### src/rtl/reg_scan_sequencer_if.sv
// Record channel between the scan sequencer and its consumer.
// The sequencer offers one sampled register per record; the consumer
// accepts it with rec_ready.
interface reg_scan_sequencer_if #(
  parameter int RegAddrBits = 3,
  parameter int DataWidth   = 16
);
  logic                   rec_valid;
  logic                   rec_ready;
  logic [RegAddrBits-1:0] rec_addr;
  logic [DataWidth-1:0]   rec_data;
  logic                   rec_match;

  modport master (output rec_valid, rec_addr, rec_data, rec_match, input rec_ready);
  modport slave  (input rec_valid, rec_addr, rec_data, rec_match, output rec_ready);
endinterface

### src/rtl/reg_scan_sequencer.sv
// Register scan sequencer: steps inr through 0..TotalReg-1, waits
// SettleCycles after each change, samples out_value against exp_value
// and offers the result as a record. Counts accepted mismatches.
module reg_scan_sequencer #(
  parameter int RegAddrBits  = 3,
  parameter int DataWidth    = 16,
  parameter int TotalReg     = 8,
  parameter int SettleCycles = 2,
  parameter int CntBits      = 8
) (
  input  logic                   CLK,
  input  logic                   RST,
  input  logic                   start,
  input  logic                   repeat_mode,
  output logic [RegAddrBits-1:0] inr,
  input  logic [DataWidth-1:0]   out_value,
  input  logic [DataWidth-1:0]   exp_value,
  reg_scan_sequencer_if.master   rec,
  output logic                   busy,
  output logic                   done,
  output logic [CntBits-1:0]     err_count
);

  // Counter is at least one bit wide so SettleCycles=1 still elaborates.
  localparam int CntW = (SettleCycles > 1) ? $clog2(SettleCycles) : 1;
  localparam logic [CntW-1:0]        SettleInit = CntW'(SettleCycles - 1);
  localparam logic [RegAddrBits-1:0] LastReg    = RegAddrBits'(TotalReg - 1);
  localparam logic [CntBits-1:0]     ErrMax     = '1;

  typedef enum logic [1:0] {IDLE, SETTLE, OFFER} state_t;

  state_t                 state_q, state_d;
  logic [CntW-1:0]        cnt_q, cnt_d;
  logic [RegAddrBits-1:0] inr_q, inr_d;
  logic                   valid_q, valid_d;
  logic [RegAddrBits-1:0] addr_q, addr_d;
  logic [DataWidth-1:0]   data_q, data_d;
  logic                   match_q, match_d;
  logic                   done_q, done_d;
  logic [CntBits-1:0]     err_q, err_d;
  logic                   hs;

  assign hs            = valid_q & rec.rec_ready;
  assign inr           = inr_q;
  assign rec.rec_valid = valid_q;
  assign rec.rec_addr  = addr_q;
  assign rec.rec_data  = data_q;
  assign rec.rec_match = match_q;
  assign busy          = (state_q != IDLE);
  assign done          = done_q;
  assign err_count     = err_q;

  // State and datapath registers; reset clears everything without a clock.
  always_ff @(posedge CLK or negedge RST) begin
    if (!RST) begin
      state_q <= IDLE;
      cnt_q   <= '0;
      inr_q   <= '0;
      valid_q <= 1'b0;
      addr_q  <= '0;
      data_q  <= '0;
      match_q <= 1'b0;
      done_q  <= 1'b0;
      err_q   <= '0;
    end else begin
      state_q <= state_d;
      cnt_q   <= cnt_d;
      inr_q   <= inr_d;
      valid_q <= valid_d;
      addr_q  <= addr_d;
      data_q  <= data_d;
      match_q <= match_d;
      done_q  <= done_d;
      err_q   <= err_d;
    end
  end

  // Next-state logic: settle, sample, offer, advance; done is a one-cycle pulse.
  always_comb begin
    state_d = state_q;
    cnt_d   = cnt_q;
    inr_d   = inr_q;
    valid_d = valid_q;
    addr_d  = addr_q;
    data_d  = data_q;
    match_d = match_q;
    done_d  = 1'b0;
    err_d   = err_q;
    case (state_q)
      IDLE: begin
        if (start) begin
          state_d = SETTLE;
          cnt_d   = SettleInit;
          inr_d   = '0;
          err_d   = '0;
        end
      end
      SETTLE: begin
        if (cnt_q != '0) begin
          cnt_d = cnt_q - 1'b1;
        end else begin
          data_d  = out_value;
          match_d = (out_value == exp_value);
          addr_d  = inr_q;
          valid_d = 1'b1;
          state_d = OFFER;
        end
      end
      OFFER: begin
        if (hs) begin
          valid_d = 1'b0;
          cnt_d   = SettleInit;
          if (!match_q && err_q != ErrMax) err_d = err_q + 1'b1;
          if (inr_q == LastReg) begin
            // Sweep wraps; start is not looked at here, only in IDLE.
            inr_d   = '0;
            done_d  = 1'b1;
            state_d = repeat_mode ? SETTLE : IDLE;
          end else begin
            inr_d   = inr_q + 1'b1;
            state_d = SETTLE;
          end
        end
      end
      default: state_d = IDLE;
    endcase
  end

endmodule
### src/flat_wrapper.sv
// flat-port wrapper written by rule: the top's interface ports become plain ports
module reg_scan_sequencer_flat 
#(
  parameter int RegAddrBits  = 3,
  parameter int DataWidth    = 16,
  parameter int TotalReg     = 8,
  parameter int SettleCycles = 2,
  parameter int CntBits      = 8
)
  (CLK, RST, start, repeat_mode, inr, out_value, exp_value, busy, done, err_count, rec_rec_valid, rec_rec_addr, rec_rec_data, rec_rec_match, rec_rec_ready);
  reg_scan_sequencer_if #(.RegAddrBits(RegAddrBits), .DataWidth(DataWidth)) rec_i ();
  input  logic CLK;
  input  logic RST;
  input  logic start;
  input  logic repeat_mode;
  output logic [RegAddrBits-1:0] inr;
  input  logic [DataWidth-1:0] out_value;
  input  logic [DataWidth-1:0] exp_value;
  output logic busy;
  output logic done;
  output logic [CntBits-1:0] err_count;
  output wire logic [$bits(rec_i.rec_valid)-1:0] rec_rec_valid;
  output wire logic [$bits(rec_i.rec_addr)-1:0] rec_rec_addr;
  output wire logic [$bits(rec_i.rec_data)-1:0] rec_rec_data;
  output wire logic [$bits(rec_i.rec_match)-1:0] rec_rec_match;
  input wire logic [$bits(rec_i.rec_ready)-1:0] rec_rec_ready;
  assign rec_rec_valid = rec_i.rec_valid;
  assign rec_rec_addr = rec_i.rec_addr;
  assign rec_rec_data = rec_i.rec_data;
  assign rec_rec_match = rec_i.rec_match;
  assign rec_i.rec_ready = rec_rec_ready;
  reg_scan_sequencer #(.RegAddrBits(RegAddrBits), .DataWidth(DataWidth), .TotalReg(TotalReg), .SettleCycles(SettleCycles), .CntBits(CntBits)) u_core (.CLK(CLK), .RST(RST), .start(start), .repeat_mode(repeat_mode), .inr(inr), .out_value(out_value), .exp_value(exp_value), .rec(rec_i), .busy(busy), .done(done), .err_count(err_count));
endmodule
### config.mk
export PLATFORM = sky130hd
export DESIGN_NAME = reg_scan_sequencer_flat
export DESIGN_NICKNAME = d
export VERILOG_FILES = /design/src/rtl/reg_scan_sequencer_if.sv /design/src/rtl/reg_scan_sequencer.sv /design/src/flat_wrapper.sv
export SDC_FILE = /design/constraint.sdc
export NUM_CORES = 1
export LEC_CHECK = 0
export CORE_MARGIN = 5
export CORE_UTILIZATION = 48
export CTS_CLUSTER_DIAMETER = 40
export DETAILED_ROUTE_END_ITERATION = 7
export GPL_TIMING_DRIVEN = 0
export PLACE_DENSITY = 0.82
export SYNTH_ARGS = -nofsm -noshare
export SYNTH_HDL_FRONTEND = slang
export SYNTH_SLANG_ARGS = --single-unit
### constraint.sdc
create_clock -name CLK -period 3.75 [get_ports CLK]
set_input_delay 0.5625 -clock CLK [delete_from_list [all_inputs] [get_ports CLK]]
set_output_delay 0.5625 -clock CLK [all_outputs]
set_load 0.1 [all_outputs]
# --- Word-level counts from Yosys, hierarchy flattened ---
# Cells that the tools add are included.
totals:
  out_inout_bits: 34
  ff_bits: 36
  wordCells: 60
  inputBits: 37
classes:
  n_addsub: 3
  n_eq_ne: 9
  bitwise: 2
  mux: 24
  n_reduce_logical: 13
op_table:
  columns: ["op", "n"]
  rows:
  - ["2-to-1 mux 8 bit", 3]
  - ["== test 16 bit", 1]
  - ["one-hot mux 8 bit (2 select lines)", 1]
  - ["AND reduction 3 bit", 4]
  - ["2-to-1 mux 1 bit", 9]
  - ["2-to-1 mux 3 bit", 3]
  - ["adder 8 x 1 -> 8 bit, second input constant", 1]
  - ["2-to-1 mux 2 bit", 4]
  - ["inequality test 8 bit, second input constant", 1]
  - ["one-hot mux 2 bit (3 select lines)", 1]
  - ["one-hot mux 3 bit (2 select lines)", 1]
  - ["nonzero test 2 bit", 3]
  - ["inequality test 2 x 1 -> 1 bit, second input constant", 2]
  - ["inequality test 2 bit, second input constant", 2]
  - ["AND reduction 4 bit", 1]
  - ["adder 3 x 1 -> 3 bit, second input constant", 1]
  - ["== test 3 bit, second input constant", 1]
  - ["one-hot mux 1 bit (3 select lines)", 1]
  - ["nonzero test 3 bit", 1]
  - ["== test 2 x 1 -> 1 bit, second input constant", 1]
  - ["== test 2 bit, second input constant", 1]
  - ["zero test 2 bit", 1]
  - ["one-hot mux 1 bit (2 select lines)", 1]
  - ["AND reduction 2 bit", 1]
  - ["5 further kinds", 5]

# --- Logic depth before layout (Yosys ltp) ---
# Gate-level depths: netlist of run 1.
logic_depth:
  word_depth: 5
  mapped_depth: 8
  depth_no_buf: 6

# --- Least setup slack after synthesis of run 1 ---
# No wires, ideal clock.
synth_path:
  path_kind: "flip-flop to flip-flop"
  startpoint: "reg u_core.err_q[0] (netlist: u_core.err_count[0])"
  endpoint: "reg u_core.err_q[5] (netlist: u_core.err_count[5])"
  required_ns: 3.630
  stages_incl_launch_ff: 7
  arrival_ns: 2.128
  synth_period_minus_slack_ns: 2.248
  path_slack_ns: 1.502
  cell_sequence: "dfrtp_1 ha_1 nand3_2 o211ai_4 buf_6 nor3_1 a21o_1"
synth_between:
  elab_chain_len: 4
  word_cells_on_any_way: 8
  cone_classes: "add/sub (1); eq/ne (2); mux (3); reduce/logical (2)"
synth_lines:
  columns: ["item", "line_no", "source"]
  rows:
  - ["from (decl)", "reg_scan_sequencer.sv:40", "logic [CntBits-1:0] err_q, err_d;"]
  - ["from (signal assigned)", "reg_scan_sequencer.sv:74", "err_q <= err_d;"]
  - ["adder 8 x 1 -> 8 bit / inequality test 8 bit (equally long branches)", "reg_scan_sequencer.sv:113", "if (!match_q && err_q != ErrMax) err_d = err_q + 1'b1;"]
  - ["2-to-1 mux 8 bit / logical AND 1 bit (equally long branches)", "reg_scan_sequencer.sv:113", null]
  - ["2-to-1 mux 8 bit / inequality test 2 x 1 -> 1 bit (equally long branches)", null, null]
  - ["one-hot mux 8 bit (2 select lines) / AND reduction 4 bit (equally long branches)", null, null]
# Parallel ways exist; a longest one is shown, timed or not. The select of a mux whose other input is x is not followed.
# A chain may end at the register's enable or synchronous reset.

# --- Final worst setup path of run 1 ---
layout_path:
  startpoint: "reg u_core.state_q[0]"
  endpoint: "out busy"
layout_between:
  elab_chain_len: 1
layout_lines:
  columns: ["item", "line_no", "source"]
  rows:
  - ["from (decl)", "reg_scan_sequencer.sv:32", "state_t state_q, state_d;"]
  - ["from (signal assigned)", "reg_scan_sequencer.sv:66", "state_q <= state_d;"]
  - ["nonzero test 2 bit", "reg_scan_sequencer.sv:49", "assign busy = (state_q != IDLE);"]
  - ["to (decl)", "flat_wrapper.sv:19", "output logic busy;"]
# Every way passes these cells.

==> out/metrics.cfg, run 1 <==
[worst_setup_path]
path_delay_family = buffers and inverters
timing.critical_path.arrival_ns = 2.41
critPathCaptureType = output pin
critical_path.max_stage_delay_ns = 1.14
timing.critical_path.from_type = flop
cell_with_the_largest_stage_delay_on_the_worst_path = clkdlybuf4s50_1
cp_data_required_time_ns = 3.19
timing.critical_path.fanout_max = 6
worstPathBufferInverterCount = 3
path_class = reg -> out
timing.critical_path.cells = inv_1, ha_1, inv_1, clkdlybuf4s50_1
cpMostUsedCell = inv_1

[power]
clock_network_fraction_of_total_power_pct = 11.2
comb_power_share_pct = 65.0
seqPwrFrac_pct = 23.8
p_total_mw = 2.585
cellInternalPower_mw = 1.149
max-vdd-ir-drop_mv = 0.7519
switching_share_pct = 55.54
reported_leakage_power_nw = 1.161
p_switching_mw = 1.436
power.density_nw_per_um2 = 934.4

[cts]
postCtsResizedCells = 0
cts_root_buffer = clkbuf_8
clkSinkCount = 36
numCtsBuffers = 5
path_clk_slew_ns = 0.07
tritoncts = done
cts-hold-fix-buffers = 0
cts_max_level = 2
post-cts-setup-buffers = 0
clk_latency_ns = 0.29
cts.path.max_buffers = 2

[route]
routed_wire_length_per_instance_um = 15.51
post_drt_via_cell_ratio = 5.343
total_via_count_after_detailed_routing = 1528
drtAntennaViolNets = 0
detail_route.drc_violations = 0
detailedRoute.firstPassIterationCount = 4
postRouteWirelength_mm = 4.437
drtIter0Drc = 72

[sta]
timing.slew.headroom_pct = 32.56
post-route-period-util_pct = 79.19
timing.fmax_ghz = 0.3367
setup_viol_count_final = 0
max_slew.worst_pin.slew_ns = 1.008
grt_setup_unrepaired = false
fin_setup_tns_ns = 0
final_max_slew_viol_count = 0
hold_violations = 0
final_critical_delay_including_setup_and_external_delays_ns = 2.970
finClkSkew_ns = 0.007111

[placed_design]
globalplace.congestion = 0.7349
port_buffers = 70
dpl.hpwl_mm = 3.408

[grt]
antenna_found_initial = 0
grt_max_degree = 37
vias_in_the_first_global_route = 1626
grt_pass1_wl_mm = 7.438
overflow = 0
globalRouteTotalUtil_pct = 18.34

[finish]
final_common_cell = clkdlybuf4s50_1
antenna-diode-count = 0
layout.cells.most_common_list = clkdlybuf4s50_1 (69), dfrtp_1 (36), mux2_2 (21), xor2_1 (16), o21ai_0 (10)
ratio_of_cells_with_drive_above_1_in_the_final_layout_pct = 18.64
area_delta_synth_final_pct = 44.23
finalNetCount = 281

[yosys]
ys_async_sr_fraction_pct = 100.0
yosys_most_used_dff = dfrtp_1
syn-num-nets = 204
synth_enable_flop_cells = 0
synth.ff_latch_count = 36
synth_seq_area_share_pct = 46.97
syn_area_sq_um = 1918
count_of_mapped_cells_out_of_synthesis = 158
synth_cell_type_count = 39
synth.yosys.warnings = 0
syn-mean-instance-area_sq_um = 12.14

[flow_run]
timing.max_cap.violations = 0

[min_path]
holdCritPathClass = in -> async

[floorplanning]
die_area_sq_um = 5360
die_height_um = 73.22
die_x_um = 73.22
core_region_area_sq_um = 3943
core.rowCount = 23
floorplan.initialDensity_pct = 48.65
floorplan.io_pins = 71

[outcome]
status = completed

==> metrics by stage <==
| stage | instances | setup WS [ns] | util, % | hold WS [ns] | cell area (sq um) |
|---|---|---|---|---|---|
| 3_5_place_dp | 278 | 1.114 | 67.88 | 0.4926 | 2676 |
| 6_report | 286 | 0.7803 | 70.17 | 0.3416 | 2766 |
| 5_1_grt | 286 | 0.6767 | 70.17 | 0.4085 | 2766 |
| 2_1_floorplan | 158 | 1.502 | - | 0.2669 | 1918 |
| 3_3_place_gp | 278 | 1.163 | 68.01 | 0.4863 | 2681 |
| 4_1_cts | 286 | 0.7620 | 70.17 | 0.3747 | 2766 |
==> per-layer routing <==
metal	vias up	wire [um]	global-route usage, %
met1	729	1747	20.73
li1	726	-	-
met5	-	0	0
met4	0	68	6.967
met2	66	2002	28.30
met3	7	619	10.88
==> cell usage after synthesis, types with 3 or more instances <==
master   instances  share of area, %
nand2_1          6               1.2
o21ai_0         10               2.6
xor2_1          16               7.3
nor4_1           4               1.3
dfrtp_1         36                47
nor2_1           3              0.59
mux2_2          21                12
inv_1            9               1.8
nand3_1          4               1.0
ha_1             9               5.9
o31ai_1          3               1.2
==> worst register-to-register path, cell delays in order, from the launching register on <==
cell and delay (ns):
dfrtp_1 0.45, inv_1 0.11, ha_1 0.30, nor2b_4 0.16
a21o_2 0.23, a21oi_1 0.20, mux2_2 0.36
==> power by group through the flow <==
stage | Combinational, mW | Clock [mW] | Sequential [mW]
floorplan | 0.460 | 0 | 1.43
global placement | 1.67 | 0 | 0.610
detailed placement | 1.68 | 0 | 0.618
CTS | 1.69 | 0.297 | 0.614
global route | 1.77 | 0.316 | 0.633
finish | 1.68 | 0.290 | 0.616
==> area by class of cell <==
cell class                 count  area (sq um)
buffer                         4         32.53
clock buffer                   8         90.09
fill                         304          1176
inverter                       9         33.78
multi-input combinational    109         950.9
sequential                    36         900.9
tap                           50         62.56
timing repair buffer          70         695.7
==> kinds of logic after synthesis <==
family          after synthesis  share of synthesized area, %
buf+inv                      13                         3.457
xor+xnor                     16                         7.306
flops                        36                         46.97
mux                          22                         12.85
fa+ha+maj                     9                         5.871
simple gates                 32                         11.09
compound gates               30                         12.46
==> flip-flops by register name, indices dropped and copies added (netlist names) <==
name and cells:
u_core.rec.rec_data 16, u_core.err_count 8, u_core.inr 3, u_core.rec.rec_addr 3, u_core.state_q 2, u_core.cnt_q 1, u_core.done 1, u_core.rec.rec_match 1
u_core.rec.rec_valid 1
==> final timing paths <==
kind / start / end / slack [ns] / cells after the start
setup reg to reg: u_core.state_q[0]$_DFFE_PN0P_ / u_core.state_q[1]$_DFFE_PN0P_ / 1.82 / 6
hold reg to reg: u_core.rec.rec_data[4]$_DFFE_PN0P_ / u_core.rec.rec_data[4]$_DFFE_PN0P_ / 0.51 / 1
setup / recovery: u_core.state_q[0]$_DFFE_PN0P_ / busy / 0.78 / 4
hold / removal: RST / u_core.done$_DFF_PN0_ / 0.34 / 1
max in group asynchronous: RST / u_core.state_q[1]$_DFFE_PN0P_ / 2.90 / 1
min in group CLK: u_core.rec.rec_data[4]$_DFFE_PN0P_ / u_core.rec.rec_data[4]$_DFFE_PN0P_ / 0.51 / 1
Power figures use the tool's default switching activity.
==> run 2, diff against run 1 <==
--- a/config.mk
+++ b/config.mk
@@ -6,11 +6,11 @@
 export NUM_CORES = 1
 export LEC_CHECK = 0
 export CORE_MARGIN = 5
-export CORE_UTILIZATION = 48
+export CORE_UTILIZATION = 44
 export CTS_CLUSTER_DIAMETER = 40
 export DETAILED_ROUTE_END_ITERATION = 7
 export GPL_TIMING_DRIVEN = 0
-export PLACE_DENSITY = 0.82
+export PLACE_DENSITY = 0.75
 export SYNTH_ARGS = -nofsm -noshare
 export SYNTH_HDL_FRONTEND = slang
 export SYNTH_SLANG_ARGS = --single-unit
==> constraint.sdc (replaced) <==
create_clock -name CLK -period 3.1 [get_ports CLK]
set_input_delay 0.465 -clock CLK [delete_from_list [all_inputs] [get_ports CLK]]
set_output_delay 0.465 -clock CLK [all_outputs]
set_load 0.1 [all_outputs]
==> run 2 against run 1 <==
  * Register-to-register slack worse by 0.61 ns
  * Power up 19%
  * Flip-flop and latch count unchanged
  * Global-route usage down 3.3 points
  * Worst setup slack worse by 0.48 ns
  * Non-clock buffer count unchanged
  * Final area down 0.36%
  * Critical path depth unchanged
  * Critical endpoint unchanged
  * Largest power group unchanged
==> out/metrics.cfg, run 2 (synthesis results as in run 1) <==
[worst_setup_path]
reg2reg_depth = 6
timing.critical_path.arrival_ns = 2.34
cell_with_the_largest_stage_delay_on_the_worst_path = clkdlybuf4s50_1
critical_path.max_stage_delay_ns = 1.13
timing.critical_path.fanout_max = 6
worstPathBufferInverterCount = 3
timing.critical_path.cells = inv_1, ha_1, inv_1, clkdlybuf4s50_1
timing.critical_path.depth = 4
path_class = reg -> out
timing.critical_path.from_type = flop
path_delay_family = buffers and inverters
cp_data_required_time_ns = 2.63
cpMostUsedCell = inv_1
critPathCaptureType = output pin

[floorplanning]
floorplan.io_pins = 71
floorplan.initialDensity_pct = 44.67
core_region_area_sq_um = 4294
die_x_um = 76.03
core.rowCount = 24
die_area_sq_um = 5780
die_height_um = 76.03

[finish]
layout.cells.most_common_list = clkdlybuf4s50_1 (69), dfrtp_1 (36), mux2_2 (21), xor2_1 (16), o21ai_0 (10)
final_common_cell = clkdlybuf4s50_1
n_fill_cell = 360
largest_register_ff_count = 16
ratio_of_cells_with_drive_above_1_in_the_final_layout_pct = 18.72
finalNonFillerCells = 287
area_delta_synth_final_pct = 43.70
antenna-diode-count = 0
finalNetCount = 281

[cts]
cts-hold-fix-buffers = 0
tritoncts = done
postCtsResizedCells = 0
cts.path.max_buffers = 2
clk_latency_ns = 0.28
cts_max_level = 2
clkSinkCount = 36
numCtsBuffers = 5
post-cts-setup-buffers = 0
cts_root_buffer = clkbuf_8
path_clk_slew_ns = 0.07

[power]
power.density_nw_per_um2 = 1113
max-vdd-ir-drop_mv = 0.6296
reported_leakage_power_nw = 1.156

[sta]
grt_setup_unrepaired = false
final_critical_delay_including_setup_and_external_delays_ns = 2.801
max_slew.worst_pin.slew_ns = 1.008
timing.slew.headroom_pct = 32.58
timing.fmax_ghz = 0.3570
hold_violations = 0
setup_viol_count_final = 0
fin_setup_tns_ns = 0
finClkSkew_ns = 0.002748
post-route-period-util_pct = 90.36
final_max_slew_viol_count = 0

[placed_design]
dpl.cell_count = 280
globalplace.congestion = 0.7587
port_buffers = 70
dpl.hpwl_mm = 3.336

[route]
total_via_count_after_detailed_routing = 1514
drtAntennaViolNets = 0
post_drt_via_cell_ratio = 5.275
detailedRoute.firstPassIterationCount = 4
routed_wire_length_per_instance_um = 14.74
postRouteWirelength_mm = 4.230
drtIter0Drc = 38
detail_route.drc_violations = 0

[grt]
globalRouteTotalUtil_pct = 15.02
grt_pass1_wl_mm = 7.058
grt_max_degree = 37
vias_in_the_first_global_route = 1536
antenna_found_initial = 0
overflow = 0

[outcome]
status = completed

[flow_run]
timing.max_cap.violations = 0

[min_path]
holdCritPathClass = in -> async

[run 2: final cells by class]
class	instances	area, sq um	area share [%]
flip-flops and latches	36	900.9	32.68
clock inverters	1	5.005	0.1816
inverters	9	33.78	1.226
well taps	52	65.06	2.360
repair buffers	70	695.7	25.24
clock buffers	6	72.57	2.633
multi-input cells	109	950.9	34.50
plain buffers	4	32.53	1.180
[run 2: per-layer routing]
metal / GRT usage (%) / vias up / share of wire (%)
met5: 0 / - / 0
met4: 5.338 / 0 / 1.5
met3: 9.220 / 5 / 14
met2: 24.49 / 58 / 47
met1: 15.72 / 727 / 37
li1: - / 724 / -
[run 2: report_power, final]
part	switching, mW	internal (mW)	total, mW
combinational	1.45	0.576	2.02
clock	0.158	0.153	0.311
sequential	0.104	0.632	0.736
total	1.71	1.36	3.07
[run 2: path summary, 6_finish.rpt]
kind                       slack, ns                                  end                                start
hold reg to reg                 0.51  u_core.rec.rec_data[12]$_DFFE_PN0P_  u_core.rec.rec_data[12]$_DFFE_PN0P_
hold / removal                  0.26      u_core.err_count[0]$_DFFE_PN0P_                                  RST
max in group asynchronous       2.32        u_core.state_q[0]$_DFFE_PN0P_                                  RST
setup reg to reg                1.21        u_core.state_q[1]$_DFFE_PN0P_        u_core.state_q[0]$_DFFE_PN0P_
setup / recovery                0.30                                 busy        u_core.state_q[0]$_DFFE_PN0P_
min in group CLK                0.51  u_core.rec.rec_data[12]$_DFFE_PN0P_  u_core.rec.rec_data[12]$_DFFE_PN0P_
[run 2: stage by stage]
step	hold WS (ns)	area [sq um]	worst slack (ns)	total power, mW	util (%)
after detailed placement	0.4924	2679	0.5921	2.781	62.38
after global routing	0.3385	2756	0.2141	3.228	64.19
after floorplan	0.1694	1918	0.8521	2.292	-
after CTS	0.2939	2756	0.2702	3.101	64.19
after global placement	0.4872	2684	0.6097	2.762	62.50
final	0.2603	2756	0.2987	3.069	64.19
==> run 3, diff against run 2 <==
--- a/config.mk
+++ b/config.mk
@@ -5,7 +5,6 @@
 export SDC_FILE = /design/constraint.sdc
 export NUM_CORES = 1
 export LEC_CHECK = 0
-export CORE_MARGIN = 5
 export CORE_UTILIZATION = 44
 export CTS_CLUSTER_DIAMETER = 40
 export DETAILED_ROUTE_END_ITERATION = 7
==> run 3 against run 2 <==
  * Global-route usage rose by 5.1 points
  * Register-to-register slack barely moved
  * Clock skew rose by 0.0017 ns
  * Wire length fell by 0.80%
  * Combinational power barely moved
  * Sequential share of layout area fell by 0.12 points
  * Largest cell class unchanged
  * Hold slack got worse by 0.0044 ns
  * Final cell count fell by 0.35%
  * Power rose by 1.2%
  * Sequential power rose by 0.7%
  * Clock power rose by 12%
  * Utilization rose by 3.5 points
  * Highest routed layer unchanged
==> out/metrics.cfg, run 3 (synthesis results as in run 1) <==
[outcome]
status = completed

[route]
routed_wire_length_per_instance_um = 14.67
total_via_count_after_detailed_routing = 1536
drtAntennaViolNets = 0
topRoutingLayerUsed = met4
postRouteWirelength_mm = 4.196
post_drt_via_cell_ratio = 5.371
drtIter0Drc = 58
met2RoutedLength_mm = 2.087
detailedRoute.firstPassIterationCount = 4
routed-wl-met3_um = 369
detail_route.drc_violations = 0
wirelength_met1_mm = 1.660

[worst_setup_path]
timing.critical_path.cells = inv_1, ha_1, inv_1, clkdlybuf4s50_1
cp_data_required_time_ns = 2.63
worstPathBufferInverterCount = 3
cell_with_the_largest_stage_delay_on_the_worst_path = clkdlybuf4s50_1
path_delay_family = buffers and inverters
critical_path.max_stage_delay_ns = 1.13
path_class = reg -> out
timing.critical_path.from_type = flop
timing.critical_path.depth = 4
timing.critical_path.arrival_ns = 2.35
reg2reg_depth = 6
cpMostUsedCell = inv_1
reg2reg_slack_ns = 1.21
timing.critical_path.fanout_max = 6
critPathCaptureType = output pin

[finish]
final_cell_area_sq_um = 2766
area_delta_synth_final_pct = 44.23
ratio_of_cells_with_drive_above_1_in_the_final_layout_pct = 18.64
largest_register_ff_count = 16
layout.area.seq_sq_um = 900.9
finalNetCount = 281
n_fill_cell = 308
multiInputGateArea_sq_um = 950.9
layout.cells.most_common_list = clkdlybuf4s50_1 (69), dfrtp_1 (36), mux2_2 (21), xor2_1 (16), o21ai_0 (10)
utilization_after_layout_pct = 67.70
antenna-diode-count = 0
final_common_cell = clkdlybuf4s50_1

[sta]
setup_viol_count_final = 0
max_slew.worst_pin.slew_ns = 1.005
hold_violations = 0
final_max_slew_viol_count = 0
grt_setup_unrepaired = false
worst_setup_margin_ns = 0.2865
final_critical_delay_including_setup_and_external_delays_ns = 2.814
timing.slew.headroom_pct = 32.82
post-route-period-util_pct = 90.76
timing.fmax_ghz = 0.3554
fin_setup_tns_ns = 0
finClkSkew_ns = 0.004432

[cts]
cts_max_level = 2
postCtsResizedCells = 0
post-cts-setup-buffers = 0
cts_root_buffer = clkbuf_8
clkSinkCount = 36
cts.path.max_buffers = 2
cts-hold-fix-buffers = 0
tritoncts = done
clk_latency_ns = 0.29
numCtsBuffers = 5
path_clk_slew_ns = 0.07

[power]
clock_network_fraction_of_total_power_pct = 11.2
comb_power_share_pct = 65.0
cellInternalPower_mw = 1.390
seqPwrFrac_pct = 23.8
p_switching_mw = 1.716
max-vdd-ir-drop_mv = 0.7404
p_total_mw = 3.106
reported_leakage_power_nw = 1.161
switching_share_pct = 55.23
power.density_nw_per_um2 = 1123

[floorplanning]
floorplan.io_pins = 71
die_height_um = 68.03
core.rowCount = 23
core_region_area_sq_um = 4086
die_x_um = 68.03
floorplan.initialDensity_pct = 46.94
die_area_sq_um = 4627

[grt]
vias_in_the_first_global_route = 1562
globalRouteTotalUtil_pct = 20.11
overflow = 0
antenna_found_initial = 0
grt_max_degree = 37
grt_pass1_wl_mm = 6.727

[placed_design]
port_buffers = 70
pre_cts_slack_ns = 0.5828
dpl.hpwl_mm = 3.251
globalplace.congestion = 0.7876
placed_area_sq_um = 2676

[min_path]
holdCritPathClass = in -> async

[flow_run]
timing.max_cap.violations = 0

## run 3: power groups by stage
stage / Combinational, mW / Clock (mW) / Sequential [mW]
finish: 2.02 / 0.347 / 0.741
global route: 2.11 / 0.377 / 0.762
CTS: 2.03 / 0.356 / 0.742
detailed placement: 2.03 / 0 / 0.749
global placement: 2.00 / 0 / 0.735
floorplan: 0.557 / 0 / 1.74
## run 3: worst reg2reg max path, stage by stage, from the launching register on
cell     delay (ns)
dfrtp_1        0.45
inv_1          0.09
ha_1           0.29
nor2b_4        0.16
a21o_2         0.23
a21oi_1        0.21
mux2_2         0.36
## run 3: final cells by class
type / count / share of cell area [%]
Clock buffer: 8 / 3.256
Timing Repair Buffer: 70 / 25.15
Inverter: 9 / 1.221
Buffer: 4 / 1.176
Sequential cell: 36 / 32.56
Tap cell: 50 / 2.261
Multi-Input combinational cell: 109 / 34.37
## run 3: final timing paths
kind | end | startpoint
setup / recovery | busy | u_core.state_q[0]$_DFFE_PN0P_
hold / removal | u_core.err_count[0]$_DFFE_PN0P_ | RST
setup reg to reg | u_core.state_q[1]$_DFFE_PN0P_ | u_core.state_q[0]$_DFFE_PN0P_
hold reg to reg | u_core.rec.rec_data[9]$_DFFE_PN0P_ | u_core.rec.rec_data[9]$_DFFE_PN0P_
max in group asynchronous | u_core.rec.rec_data[11]$_DFFE_PN0P_ | RST
min in group CLK | u_core.rec.rec_data[9]$_DFFE_PN0P_ | u_core.rec.rec_data[9]$_DFFE_PN0P_
## run 3: per-layer routing
layer	vias to the layer above	GRT usage (%)
li1	722	-
met1	748	21.28
met2	58	34.07
met3	8	9.167
met4	0	8.854
met5	-	0
## run 3: through the flow
step / instances / hold slack, ns
final: 286 / 0.2559
after global routing: 286 / 0.3222
after CTS: 286 / 0.2989
after detailed placement: 278 / 0.4930
after global placement: 278 / 0.4875
after floorplan: 158 / 0.1694
==> RTL edit: new RTL, config.mk and constraints of run 2 <==
`DataWidth` is set to 16 in 3 places; all go to 24.
--- a/src/rtl/reg_scan_sequencer_if.sv
+++ b/src/rtl/reg_scan_sequencer_if.sv
@@ -3,7 +3,7 @@
 // accepts it with rec_ready.
 interface reg_scan_sequencer_if #(
   parameter int RegAddrBits = 3,
-  parameter int DataWidth   = 16
+  parameter int DataWidth   = 24
 );
   logic                   rec_valid;
   logic                   rec_ready;
--- a/src/rtl/reg_scan_sequencer.sv
+++ b/src/rtl/reg_scan_sequencer.sv
@@ -3,7 +3,7 @@
 // and offers the result as a record. Counts accepted mismatches.
 module reg_scan_sequencer #(
   parameter int RegAddrBits  = 3,
-  parameter int DataWidth    = 16,
+  parameter int DataWidth    = 24,
   parameter int TotalReg     = 8,
   parameter int SettleCycles = 2,
   parameter int CntBits      = 8
--- a/src/flat_wrapper.sv
+++ b/src/flat_wrapper.sv
@@ -2,7 +2,7 @@
 module reg_scan_sequencer_flat 
 #(
   parameter int RegAddrBits  = 3,
-  parameter int DataWidth    = 16,
+  parameter int DataWidth    = 24,
   parameter int TotalReg     = 8,
   parameter int SettleCycles = 2,
   parameter int CntBits      = 8
Interface: changed (resized exp_value, out_value and rec_rec_data); port bits go from 71 to 95. The function was not compared with the original's and may differ.
==> RTL edit against run 2 <==
Largest cell class unchanged. Area after synthesis up 20%. Cell area up 25%. Routed wire length up 30%. Worst setup slack worse by 0.041 ns. Via count up 19%. Critical path type unchanged. Hold slack worse by 0.18 ns. Sequential cell count up 8.
Power is left out: the tool's default activity adds up to more than one toggle a clock period on the data nets, which glitch-free logic cannot reach.
==> RTL edit: results (changes against run 2) <==
- Result of the run: completed (unchanged).
- Count of input and output buffers: 94 (was 70)
- Ratio of cells with drive above 1 in the final layout: 0.08904 (was 0.1872)
- Global Route met3 Usage: 0.08568 (was 0.09220)
* Syn nets: 251 (was 204)
- Met1 track demand over resource in global routing: 0.2159 (was 0.1572)
* Max reg flops: 24 (was 16)
- Top post-synthesis cells by count: dfrtp_1 (44), mux2_1 (29), xor2_1 (24) (was dfrtp_1 (36), mux2_2 (21), xor2_1 (16)).
- Number of DRC markers after the initial detailed-route iteration: 42 (was 38)
- The overall track demand over capacity in global routing is 0.1755 (was 0.1502).
- WL per Instance: 15.19 um (was 14.74 um)
- Sequential share of the synthesized area: 0.4767 (was 0.4697)
* Reg-to-reg setup timing slack: 1.29 ns (was 1.21 ns)
- Library cells used by synthesis: 43 (was 39)
- The setup clock skew after layout came to 0.003669 ns (was 0.002748 ns).
- Number of global-route vias before repair: 1,828 (was 1,536)
- Post-layout nets: 353 (was 281)
* Fill cells: 423 (was 360)
* Largest net degree at the start of global routing: 30 (was 37)
* Arrival time reported for the critical path endpoint: 2.38 ns (was 2.34 ns)
- The total half-perimeter wirelength after legalization and detailed placement is 4.384 mm (was 3.336 mm).
- Via Count: 1,808 (was 1,514)
- Gp weighted congestion: 0.7322 (was 0.7587)
* Met2 Usage GRT: 0.2748 (was 0.2449)
- Global-route wire length before repair: 8.838 mm (was 7.058 mm)
* Deepest clock path buffer count: 2 (unchanged)
==> RTL edit: through the flow <==
stage          cells  cell area (um2)  setup WS [ns]  hold WS (ns)  utilization
2_1_floorplan    189             2310         0.8940        0.1694            -
3_3_place_gp     353             3338         0.3396        0.4731       0.6536
3_5_place_dp     354             3353         0.5733        0.4095       0.6565
4_1_cts          362             3443         0.2487       0.09140       0.6742
5_1_grt          362             3443         0.1543        0.1012       0.6742
6_report         362             3443         0.2578       0.08435       0.6742
==> RTL edit: routing by layer <==
| metal | vias to the layer above | share of wire |
|---|---|---|
| met3 | 2 | 0.11 |
| met4 | 0 | 0.0047 |
| li1 | 881 | - |
| met2 | 62 | 0.47 |
| met5 | - | 0 |
| met1 | 863 | 0.41 |
==> RTL edit: cell type report <==
class,count,area [um2],share of cell area
plain buffers,5,43.79,0.01272
clock buffers,8,90.09,0.02616
inverters,9,33.78,0.009811
multi-input cells,131,1131,0.3285
flip-flops and latches,44,1101,0.3198
well taps,70,87.58,0.02544
repair buffers,95,955.9,0.2776
==> RTL edit: final timing paths <==
path                                                      from                                  end
min                                                        RST      u_core.err_count[7]$_DFFE_PN0P_
max reg2reg                      u_core.state_q[0]$_DFFE_PN0P_        u_core.state_q[1]$_DFFE_PN0P_
min reg2reg                u_core.rec.rec_data[13]$_DFFE_PN0P_  u_core.rec.rec_data[13]$_DFFE_PN0P_
max                              u_core.state_q[0]$_DFFE_PN0P_                                 busy
min in group CLK           u_core.rec.rec_data[13]$_DFFE_PN0P_  u_core.rec.rec_data[13]$_DFFE_PN0P_
max in group asynchronous                                  RST  u_core.rec.rec_data[20]$_DFFE_PN0P_
==> RTL edit: cell families after synthesis <==
| logic type | share of synthesized area |
|---|---|
| buf+inv | 0.03358 |
| simple gates | 0.1035 |
| xor+xnor | 0.09101 |
| flops | 0.4767 |
| fa+ha+maj | 0.04875 |
| compound gates | 0.1008 |
| mux | 0.1457 |
==> RTL edit: critical path: stages, from the launching register on <==
cell and delay (ns):
dfrtp_1 0.45, inv_1 0.09, ha_1 0.30, inv_1 0.12
clkdlybuf4s50_1 1.14
